--- src/rtl/minesweeper_ctrl_fsm_if.sv ---
// Handshake / status bundle between the minesweeper game controller and
// its datapath.
//   master : the controller. It samples the datapath/user request lines
//            (place, place_done, data_in/data, alu_done/alu_reveals/gameover,
//            display_done) and drives state, the one-cycle strobes
//            (start, load, decode, alu, display) and game status
//            (flag_mode, win, lose, move_count, safe_left, timeout_err).
//   slave  : the datapath / user side, with the directions reversed.
// Handshake rule: a wait state consumes its request only on a clock edge
// where every qualifying input is high together (e.g. display_done &
// data_in). Requests seen in any other state are ignored and not remembered.
interface minesweeper_ctrl_fsm_if #(
  parameter int DATA_W = 7,
  parameter int CELL_W = 7,
  parameter int MOVE_W = 8
) ();
  logic              place;
  logic              place_done;
  logic              data_in;
  logic [DATA_W-1:0] data;
  logic              alu_done;
  logic [CELL_W-1:0] alu_reveals;
  logic              gameover;
  logic              display_done;

  logic [3:0]        state;
  logic              start;
  logic              load;
  logic              decode;
  logic              alu;
  logic              display;
  logic              flag_mode;
  logic              win;
  logic              lose;
  logic [MOVE_W-1:0] move_count;
  logic [CELL_W-1:0] safe_left;
  logic              timeout_err;

  modport master (
    input  place, place_done, data_in, data, alu_done, alu_reveals,
           gameover, display_done,
    output state, start, load, decode, alu, display, flag_mode, win, lose,
           move_count, safe_left, timeout_err
  );

  modport slave (
    output place, place_done, data_in, data, alu_done, alu_reveals,
           gameover, display_done,
    input  state, start, load, decode, alu, display, flag_mode, win, lose,
           move_count, safe_left, timeout_err
  );
endinterface

--- src/rtl/minesweeper_ctrl_fsm.sv ---
// Minesweeper game controller. Sequences mine placement, command load,
// decode, ALU evaluation and board display, tracks the number of unrevealed
// safe cells (win when it reaches zero on a reveal), the move count
// (saturating) and the reveal/flag mode of the current command.
// Ports:
//   clka    : clock, all logic on posedge
//   restart : synchronous active-high reset, overrides everything
//   bus     : minesweeper_ctrl_fsm_if.master (requests in, strobes/status out)
// Optional build macro WATCHDOG_EN: bounds each handshake wait to TIMEOUT
// cycles; on expiry the FSM returns to IDLE and timeout_err is set (sticky
// until restart or the next game). Without it waits are unbounded and
// timeout_err is tied low.
// All outputs come straight from registers.
module minesweeper_ctrl_fsm #(
  parameter int ROWS    = 8,
  parameter int COLS    = 8,
  parameter int MINES   = 10,
  parameter int DATA_W  = 7,
  parameter int CELL_W  = 7,
  parameter int MOVE_W  = 8,
  parameter int TIMEOUT = 1023
) (
  input logic                   clka,
  input logic                   restart,
  minesweeper_ctrl_fsm_if.master bus
);
  localparam logic [CELL_W-1:0] SAFE_INIT = CELL_W'(ROWS * COLS - MINES);
  localparam logic [MOVE_W-1:0] MOVE_MAX  = '1;

  typedef enum logic [3:0] {
    S_IDLE         = 4'd0,
    S_PLACE        = 4'd1,
    S_PLACE_WAIT   = 4'd2,
    S_LOAD         = 4'd3,
    S_DECODE       = 4'd4,
    S_ALU          = 4'd5,
    S_ALU_WAIT     = 4'd6,
    S_DISPLAY      = 4'd7,
    S_DISPLAY_WAIT = 4'd8,
    S_GAMEOVER     = 4'd9,
    S_WIN          = 4'd10
  } state_e;

  state_e            state_q, state_d;
  logic [4:0]        strobe_q, strobe_d;  // {start, load, decode, alu, display}
  logic              flag_q, flag_d;
  logic              win_q, win_d;
  logic              lose_q, lose_d;
  logic [MOVE_W-1:0] move_q, move_d;
  logic [CELL_W-1:0] safe_q, safe_d;
  logic [CELL_W-1:0] safe_sub;
  logic              wd_expired;

  always_comb begin
    state_d  = state_q;
    flag_d   = flag_q;
    win_d    = win_q;
    lose_d   = lose_q;
    move_d   = move_q;
    safe_d   = safe_q;
    // Remaining safe cells after this reveal, floored at zero.
    safe_sub = (bus.alu_reveals >= safe_q) ? '0 : safe_q - bus.alu_reveals;

    case (state_q)
      S_IDLE: begin
        if (bus.place) begin
          state_d = S_PLACE;
          move_d  = '0;
          safe_d  = SAFE_INIT;
          win_d   = 1'b0;
          lose_d  = 1'b0;
        end
      end
      S_PLACE: state_d = S_PLACE_WAIT;
      S_PLACE_WAIT, S_DISPLAY_WAIT: begin
        if ((state_q == S_PLACE_WAIT ? bus.place_done : bus.display_done) && bus.data_in) begin
          state_d = S_LOAD;
          flag_d  = bus.data[DATA_W-1];
          if (move_q != MOVE_MAX) move_d = move_q + 1'b1;
        end else if (wd_expired) begin
          state_d = S_IDLE;
        end
      end
      S_LOAD:   state_d = S_DECODE;
      S_DECODE: state_d = S_ALU;
      S_ALU:    state_d = S_ALU_WAIT;
      S_ALU_WAIT: begin
        if (bus.alu_done) begin
          if (!flag_q) safe_d = safe_sub;
          // A mine hit outranks a simultaneous clearing reveal.
          if (bus.gameover) begin
            state_d = S_GAMEOVER;
            lose_d  = 1'b1;
          end else if (!flag_q && (safe_sub == '0)) begin
            state_d = S_WIN;
            win_d   = 1'b1;
          end else begin
            state_d = S_DISPLAY;
          end
        end else if (wd_expired) begin
          state_d = S_IDLE;
        end
      end
      S_DISPLAY: state_d = S_DISPLAY_WAIT;
      S_GAMEOVER, S_WIN: state_d = S_IDLE;
      default: state_d = S_IDLE;
    endcase

    // Strobes follow the next state so each is high exactly while the
    // state register holds its owning state.
    strobe_d = {state_d == S_PLACE, state_d == S_LOAD, state_d == S_DECODE,
                state_d == S_ALU, state_d == S_DISPLAY};
  end

  always_ff @(posedge clka) begin
    if (restart) begin
      state_q  <= S_IDLE;
      strobe_q <= '0;
      flag_q   <= 1'b0;
      win_q    <= 1'b0;
      lose_q   <= 1'b0;
      move_q   <= '0;
      safe_q   <= SAFE_INIT;
    end else begin
      state_q  <= state_d;
      strobe_q <= strobe_d;
      flag_q   <= flag_d;
      win_q    <= win_d;
      lose_q   <= lose_d;
      move_q   <= move_d;
      safe_q   <= safe_d;
    end
  end

`ifdef WATCHDOG_EN
  localparam int WD_W = $clog2(TIMEOUT + 1);
  logic [WD_W-1:0] wd_q;
  logic            in_wait;
  logic            terr_q;

  assign in_wait = (state_q == S_PLACE_WAIT) || (state_q == S_ALU_WAIT) ||
                   (state_q == S_DISPLAY_WAIT);
  // Wait states are only entered from non-wait states, so holding the
  // counter at zero outside them clears it on every entry.
  assign wd_expired = in_wait && (wd_q >= WD_W'(TIMEOUT - 1));

  always_ff @(posedge clka) begin
    if (restart || !in_wait) wd_q <= '0;
    else                     wd_q <= wd_q + WD_W'(1);
  end

  always_ff @(posedge clka) begin
    if (restart)                                 terr_q <= 1'b0;
    else if (state_d == S_PLACE)                 terr_q <= 1'b0;
    else if (wd_expired && (state_d == S_IDLE))  terr_q <= 1'b1;
  end

  assign bus.timeout_err = terr_q;
`else
  logic wd_unused;
  assign wd_unused       = ^TIMEOUT;
  assign wd_expired      = 1'b0;
  assign bus.timeout_err = 1'b0;
`endif

  assign bus.state      = state_q;
  assign bus.start      = strobe_q[4];
  assign bus.load       = strobe_q[3];
  assign bus.decode     = strobe_q[2];
  assign bus.alu        = strobe_q[1];
  assign bus.display    = strobe_q[0];
  assign bus.flag_mode  = flag_q;
  assign bus.win        = win_q;
  assign bus.lose       = lose_q;
  assign bus.move_count = move_q;
  assign bus.safe_left  = safe_q;
endmodule
--- src/flat_wrapper.sv ---
// flat-port wrapper written by rule: the top's interface ports become plain ports
module minesweeper_ctrl_fsm_flat 
#(
  parameter int ROWS    = 8,
  parameter int COLS    = 8,
  parameter int MINES   = 10,
  parameter int DATA_W  = 7,
  parameter int CELL_W  = 7,
  parameter int MOVE_W  = 8,
  parameter int TIMEOUT = 1023
)
  (clka, restart, bus_place, bus_place_done, bus_data_in, bus_data, bus_alu_done, bus_alu_reveals, bus_gameover, bus_display_done, bus_state, bus_start, bus_load, bus_decode, bus_alu, bus_display, bus_flag_mode, bus_win, bus_lose, bus_move_count, bus_safe_left, bus_timeout_err);
  minesweeper_ctrl_fsm_if #(.DATA_W(DATA_W), .CELL_W(CELL_W), .MOVE_W(MOVE_W)) bus_i ();
  input logic clka;
  input logic restart;
  input wire logic [$bits(bus_i.place)-1:0] bus_place;
  input wire logic [$bits(bus_i.place_done)-1:0] bus_place_done;
  input wire logic [$bits(bus_i.data_in)-1:0] bus_data_in;
  input wire logic [$bits(bus_i.data)-1:0] bus_data;
  input wire logic [$bits(bus_i.alu_done)-1:0] bus_alu_done;
  input wire logic [$bits(bus_i.alu_reveals)-1:0] bus_alu_reveals;
  input wire logic [$bits(bus_i.gameover)-1:0] bus_gameover;
  input wire logic [$bits(bus_i.display_done)-1:0] bus_display_done;
  output wire logic [$bits(bus_i.state)-1:0] bus_state;
  output wire logic [$bits(bus_i.start)-1:0] bus_start;
  output wire logic [$bits(bus_i.load)-1:0] bus_load;
  output wire logic [$bits(bus_i.decode)-1:0] bus_decode;
  output wire logic [$bits(bus_i.alu)-1:0] bus_alu;
  output wire logic [$bits(bus_i.display)-1:0] bus_display;
  output wire logic [$bits(bus_i.flag_mode)-1:0] bus_flag_mode;
  output wire logic [$bits(bus_i.win)-1:0] bus_win;
  output wire logic [$bits(bus_i.lose)-1:0] bus_lose;
  output wire logic [$bits(bus_i.move_count)-1:0] bus_move_count;
  output wire logic [$bits(bus_i.safe_left)-1:0] bus_safe_left;
  output wire logic [$bits(bus_i.timeout_err)-1:0] bus_timeout_err;
  assign bus_i.place = bus_place;
  assign bus_i.place_done = bus_place_done;
  assign bus_i.data_in = bus_data_in;
  assign bus_i.data = bus_data;
  assign bus_i.alu_done = bus_alu_done;
  assign bus_i.alu_reveals = bus_alu_reveals;
  assign bus_i.gameover = bus_gameover;
  assign bus_i.display_done = bus_display_done;
  assign bus_state = bus_i.state;
  assign bus_start = bus_i.start;
  assign bus_load = bus_i.load;
  assign bus_decode = bus_i.decode;
  assign bus_alu = bus_i.alu;
  assign bus_display = bus_i.display;
  assign bus_flag_mode = bus_i.flag_mode;
  assign bus_win = bus_i.win;
  assign bus_lose = bus_i.lose;
  assign bus_move_count = bus_i.move_count;
  assign bus_safe_left = bus_i.safe_left;
  assign bus_timeout_err = bus_i.timeout_err;
  minesweeper_ctrl_fsm #(.ROWS(ROWS), .COLS(COLS), .MINES(MINES), .DATA_W(DATA_W), .CELL_W(CELL_W), .MOVE_W(MOVE_W), .TIMEOUT(TIMEOUT)) u_core (.clka(clka), .restart(restart), .bus(bus_i));
endmodule
--- config.mk ---
export PLATFORM = sky130hd
export DESIGN_NAME = minesweeper_ctrl_fsm_flat
export DESIGN_NICKNAME = d
export VERILOG_FILES = /design/src/rtl/minesweeper_ctrl_fsm_if.sv /design/src/rtl/minesweeper_ctrl_fsm.sv /design/src/flat_wrapper.sv
export SDC_FILE = /design/constraint.sdc
export NUM_CORES = 1
export LEC_CHECK = 0
export ABC_AREA = 0
export CAP_MARGIN = 0
export CORE_ASPECT_RATIO = 0.75
export CORE_MARGIN = 4
export CORE_UTILIZATION = 35
export CTS_BUF_LIST = sky130_fd_sc_hd__clkbuf_4 sky130_fd_sc_hd__clkbuf_8
export CTS_CLUSTER_SIZE = 30
export DETAILED_ROUTE_END_ITERATION = 7
export HOLD_SLACK_MARGIN = 0.05
export RECOVER_POWER = 100
export SYNTH_ARGS = -nofsm -noshare
export SYNTH_HDL_FRONTEND = slang
export SYNTH_SLANG_ARGS = --single-unit
export TNS_END_PERCENT = 50
--- constraint.sdc ---
create_clock -name clka -period 2.9 [get_ports clka]
set_clock_uncertainty 0.15 [all_clocks]
set_input_delay 0.435 -clock clka [delete_from_list [all_inputs] [get_ports clka]]
set_output_delay 0.435 -clock clka [all_outputs]
set_load 0.03 [all_outputs]
==> flow_metrics.env <==
export IMPL_power_switching_uw=345
export IMPL_drive_gt1_share_pct=12.9
export IMPL_final_max_slew_viol_count=0
export IMPL_synth_edf_count=0
export IMPL_cts_tree="done"
export IMPL_cp_arrival_ns=2.70
export IMPL_yosysSeqAreaShare_pct=31.1
export IMPL_power_frac_clock_pct=21.6
export IMPL_slew_headroom_pct=59.3
export IMPL_core_um2=4620
export IMPL_synth_cell_types=57
export IMPL_p_sw_share_pct=34.1
export IMPL_powerDensity_nw_per_um2=424
export IMPL_drv_cap=0
export IMPL_path_cells="clkdlybuf4s50_1 -> inv_1 -> ha_1 -> nor2b_1 -> o21bai_1 -> clkbuf_4 -> nand4_1 -> a21o_1 -> a31oi_2 -> inv_1 -> and4b_1"
export IMPL_dr_pass1_iters=4
export IMPL_synthTopCellsByCount="27 x dfxtp_1, 20 x nor2_1, 16 x inv_1, 15 x a21oi_1, 14 x nand2_1"
export IMPL_crit_family="buffers and inverters"
export IMPL_muxShareOfSynthArea_pct=2.95
export IMPL_status="finished, final reports clean"
export IMPL_crit_path_end_kind="register"
export IMPL_nets=296
export IMPL_grt_pass1_wl_um=7230
export IMPL_drt_iter0_drc=87
export IMPL_synth_xor_area_share_pct=3.52
export IMPL_syn_area_um2=1740
export IMPL_fin_ws_ns=0.223
export IMPL_finalCriticalPeriod_ns=2.68
export IMPL_path_class="primary input to register"
export IMPL_cts_root_buf="clkbuf_8"
export IMPL_max_freq_mhz=374
export IMPL_vias_per_cell=5.28
export IMPL_numPortBuffers=42
export IMPL_synth_area_leaders="dfxtp_1 31%, ha_1 6.5%, a21oi_1 4.3%"
export IMPL_cts_sinks=27
export IMPL_crit_path_max_fanout=4
export IMPL_row_count=21
export IMPL_rsz0062_at_grt="no"
export IMPL_routedWlPerCell_um=14.0
export IMPL_start_util_pct=37.6
export IMPL_fp_dieH_um=69.1
export IMPL_track_usage_pct=14.5
export IMPL_p_seq_share_pct=41.2
export IMPL_hp_class="register to register"
export IMPL_grt_max_degree=15
export IMPL_leakagePower_uw=0.000988
export IMPL_synth_simple_gate_area_share_pct=26.2
export IMPL_clockBufferDepth=2
export IMPL_fp_dieW_um=89.4
export IMPL_worst_pin_slew_ns=0.607
export IMPL_syn_area_per_cell_um2=8.25
export IMPL_antenna_found_initial=0
export IMPL_synth_compound_area_share_pct=21.9
export IMPL_postSynthCellCount=211
export IMPL_ys_ff_latch=27
export IMPL_grt_pass1_vias=1507
export IMPL_yosys_area_top_type_share_pct=31.1
export IMPL_hold_violations=0
export IMPL_worst_path_buf_inv=4
export IMPL_combPwrFrac_pct=37.1
export IMPL_p_total_uw=1010
export IMPL_syn_nets=243
export IMPL_worst_path_most_repeated_cell="inv_1"
export IMPL_setup_tns_ns=0
export IMPL_synth_warnings=0
export IMPL_cts_made_buffers=3
export IMPL_critPathSlowestCell="clkdlybuf4s50_1"
export IMPL_fin_crit_sh_pct=92.3
export IMPL_pre_cts_slack_ns=-0.329
export IMPL_dp_hpwl_um=3470
export IMPL_gp_congestion=0.780
export IMPL_worstPathRequired_ns=2.92
export IMPL_max_stage_delay_ns=0.51
export IMPL_io_pins=50
export IMPL_die_area_um2=6180
export IMPL_place_area_um2=2280
export IMPL_antennaDiodeCount=0
export IMPL_yosysMostFrequentCell="dfxtp_1"
export IMPL_detail_route_antenna_nets=0
export IMPL_drcViolationCount=0
export IMPL_drt_total_wl_um=4490
export IMPL_synth_top_family_by_area="simple AND/OR/NAND/NOR gates"
export IMPL_async_flop_share_pct=0
export IMPL_insertion_delay_ns=0.27
export IMPL_peakVddDrop_mv=0.203
export IMPL_design_area_um2=2390
export IMPL_clk_pin_slew_ns=0.09
export IMPL_synthAdderAreaFrac_pct=7.62
export IMPL_area_growth_syn_to_layout_pct=37.2
export IMPL_synth_ff_type="dfxtp_1"
export IMPL_setup_viol=0
export IMPL_worst_setup_path_start_kind="primary input"
export IMPL_synth_top_cell_by_area="dfxtp_1"
export IMPL_p_int_uw=666
export IMPL_ctsHtreeMaxLevel=1
export IMPL_vias=1688
export IMPL_grt_overflow=0
## power by group through the flow
stage	Combinational, uW	Clock, uW	Sequential, uW
2_1_floorplan	204	0	448
4_1_cts	364	228	419
3_3_place_gp	360	0	427
3_5_place_dp	359	0	427
6_report	376	219	417
5_1_grt	412	238	421
## registers in the layout, indices dropped and copies added, names as in the netlist
name and flops:
u_core.bus.state 4, u_core.bus.safe_left 7, u_core.bus.move_count 8, u_core.bus.flag_mode 1
u_core.bus.win 1, u_core.bus.lose 1, u_core.strobe_q 5
## layout make-up
type | count | area, um^2
clock buffer | 4 | 48.8
fill | 462 | 2240
inverter | 16 | 60.1
multi-input combinational | 159 | 1130
sequential | 27 | 541
tap | 57 | 71.3
timing repair buffer | 57 | 536
## placed cells by master (no fill, tap or decap), types with 2 or more instances in the layout
cell             synthesis  final
a21oi_1                 15     15
inv_1                   16     16
dlygate4sd3_1            0     27
o21ai_0                  8      8
o31ai_1                  2      2
or2_1                    2      2
or4_1                    3      3
or2_2                    3      2
o22ai_1                  2      2
o211ai_1                 2      2
nand4_1                  4      4
dfxtp_1                 27     27
o32ai_1                  2      2
a21o_1                   3      3
and2_1                   4      2
clkbuf_8                 0      3
and2_0                   0      2
clkbuf_4                 0      3
and3_1                   3      3
clkdlybuf4s50_1          0     14
a221o_1                  2      2
nand2_1                 14     14
nand2b_1                 2      2
nor3_1                   6      6
o2111ai_1                3      2
ha_1                     9      8
xor2_1                   5      5
or3_1                    3      3
mux2i_1                  4      4
nand3_1                  3      3
o21a_1                   2      2
nor2_1                  20     20
nor2b_1                  5      4
buf_4                    3     13
## stage by stage
stage,cells,hold WS (ns),util [%]
floorplan,211,0.432,-
global placement,315,0.319,49.4
detailed placement,315,0.325,49.4
CTS,319,0.346,50.6
global route,320,0.375,51.6
finish,320,0.339,51.6
## cells by family after synthesis
kind of cell | Yosys count
AO/OA/AOI/OAI | 54
XOR/XNOR | 7
adder cells (fa/ha/maj) | 10
buffers and inverters | 25
flip-flops | 27
multiplexers | 5
other | 1
AND/OR/NAND/NOR | 82
## worst reg2reg max path: stages (launching register included)
cell and delay [ns]:
dfxtp_1 0.36, inv_1 0.07, ha_2 0.19, fa_2 0.54, nand2_1 0.09, nor4b_2 0.27
mux2_4 0.21, o2111ai_4 0.16, a31oi_2 0.23, inv_1 0.07, and4b_1 0.20
## layer usage
metal | global-route usage [%] | routed length [um] | vias to the layer above
li1 | - | - | 864
met1 | 23.8 | 2440 | 775
met2 | 19.1 | 1800 | 47
met3 | 3.21 | 235 | 2
met4 | 2.31 | 17 | 0
met5 | 0 | 0 | -
## what timing repair did
action	4_1_cts	5_1_grt
gates resized for setup	1	11
pin swaps	0	6
hold buffers	0	0
gates cloned	0	0
setup endpoints to repair	1	5
setup buffers	0	1
## path summary, 6_finish.rpt
kind | from | to | slack (ns) | cells after the start
setup / recovery | bus_alu_reveals[1] | u_core.strobe_q[2] | 0.22 | 11
hold / removal | u_core.bus.safe_left[0] | u_core.bus.safe_left[0] | 0.34 | 2
setup reg to reg | u_core.bus.safe_left[0] | u_core.strobe_q[2] | 0.26 | 10
hold reg to reg | u_core.bus.safe_left[0] | u_core.bus.safe_left[0] | 0.34 | 2
(Power assumes the default switching activity.)
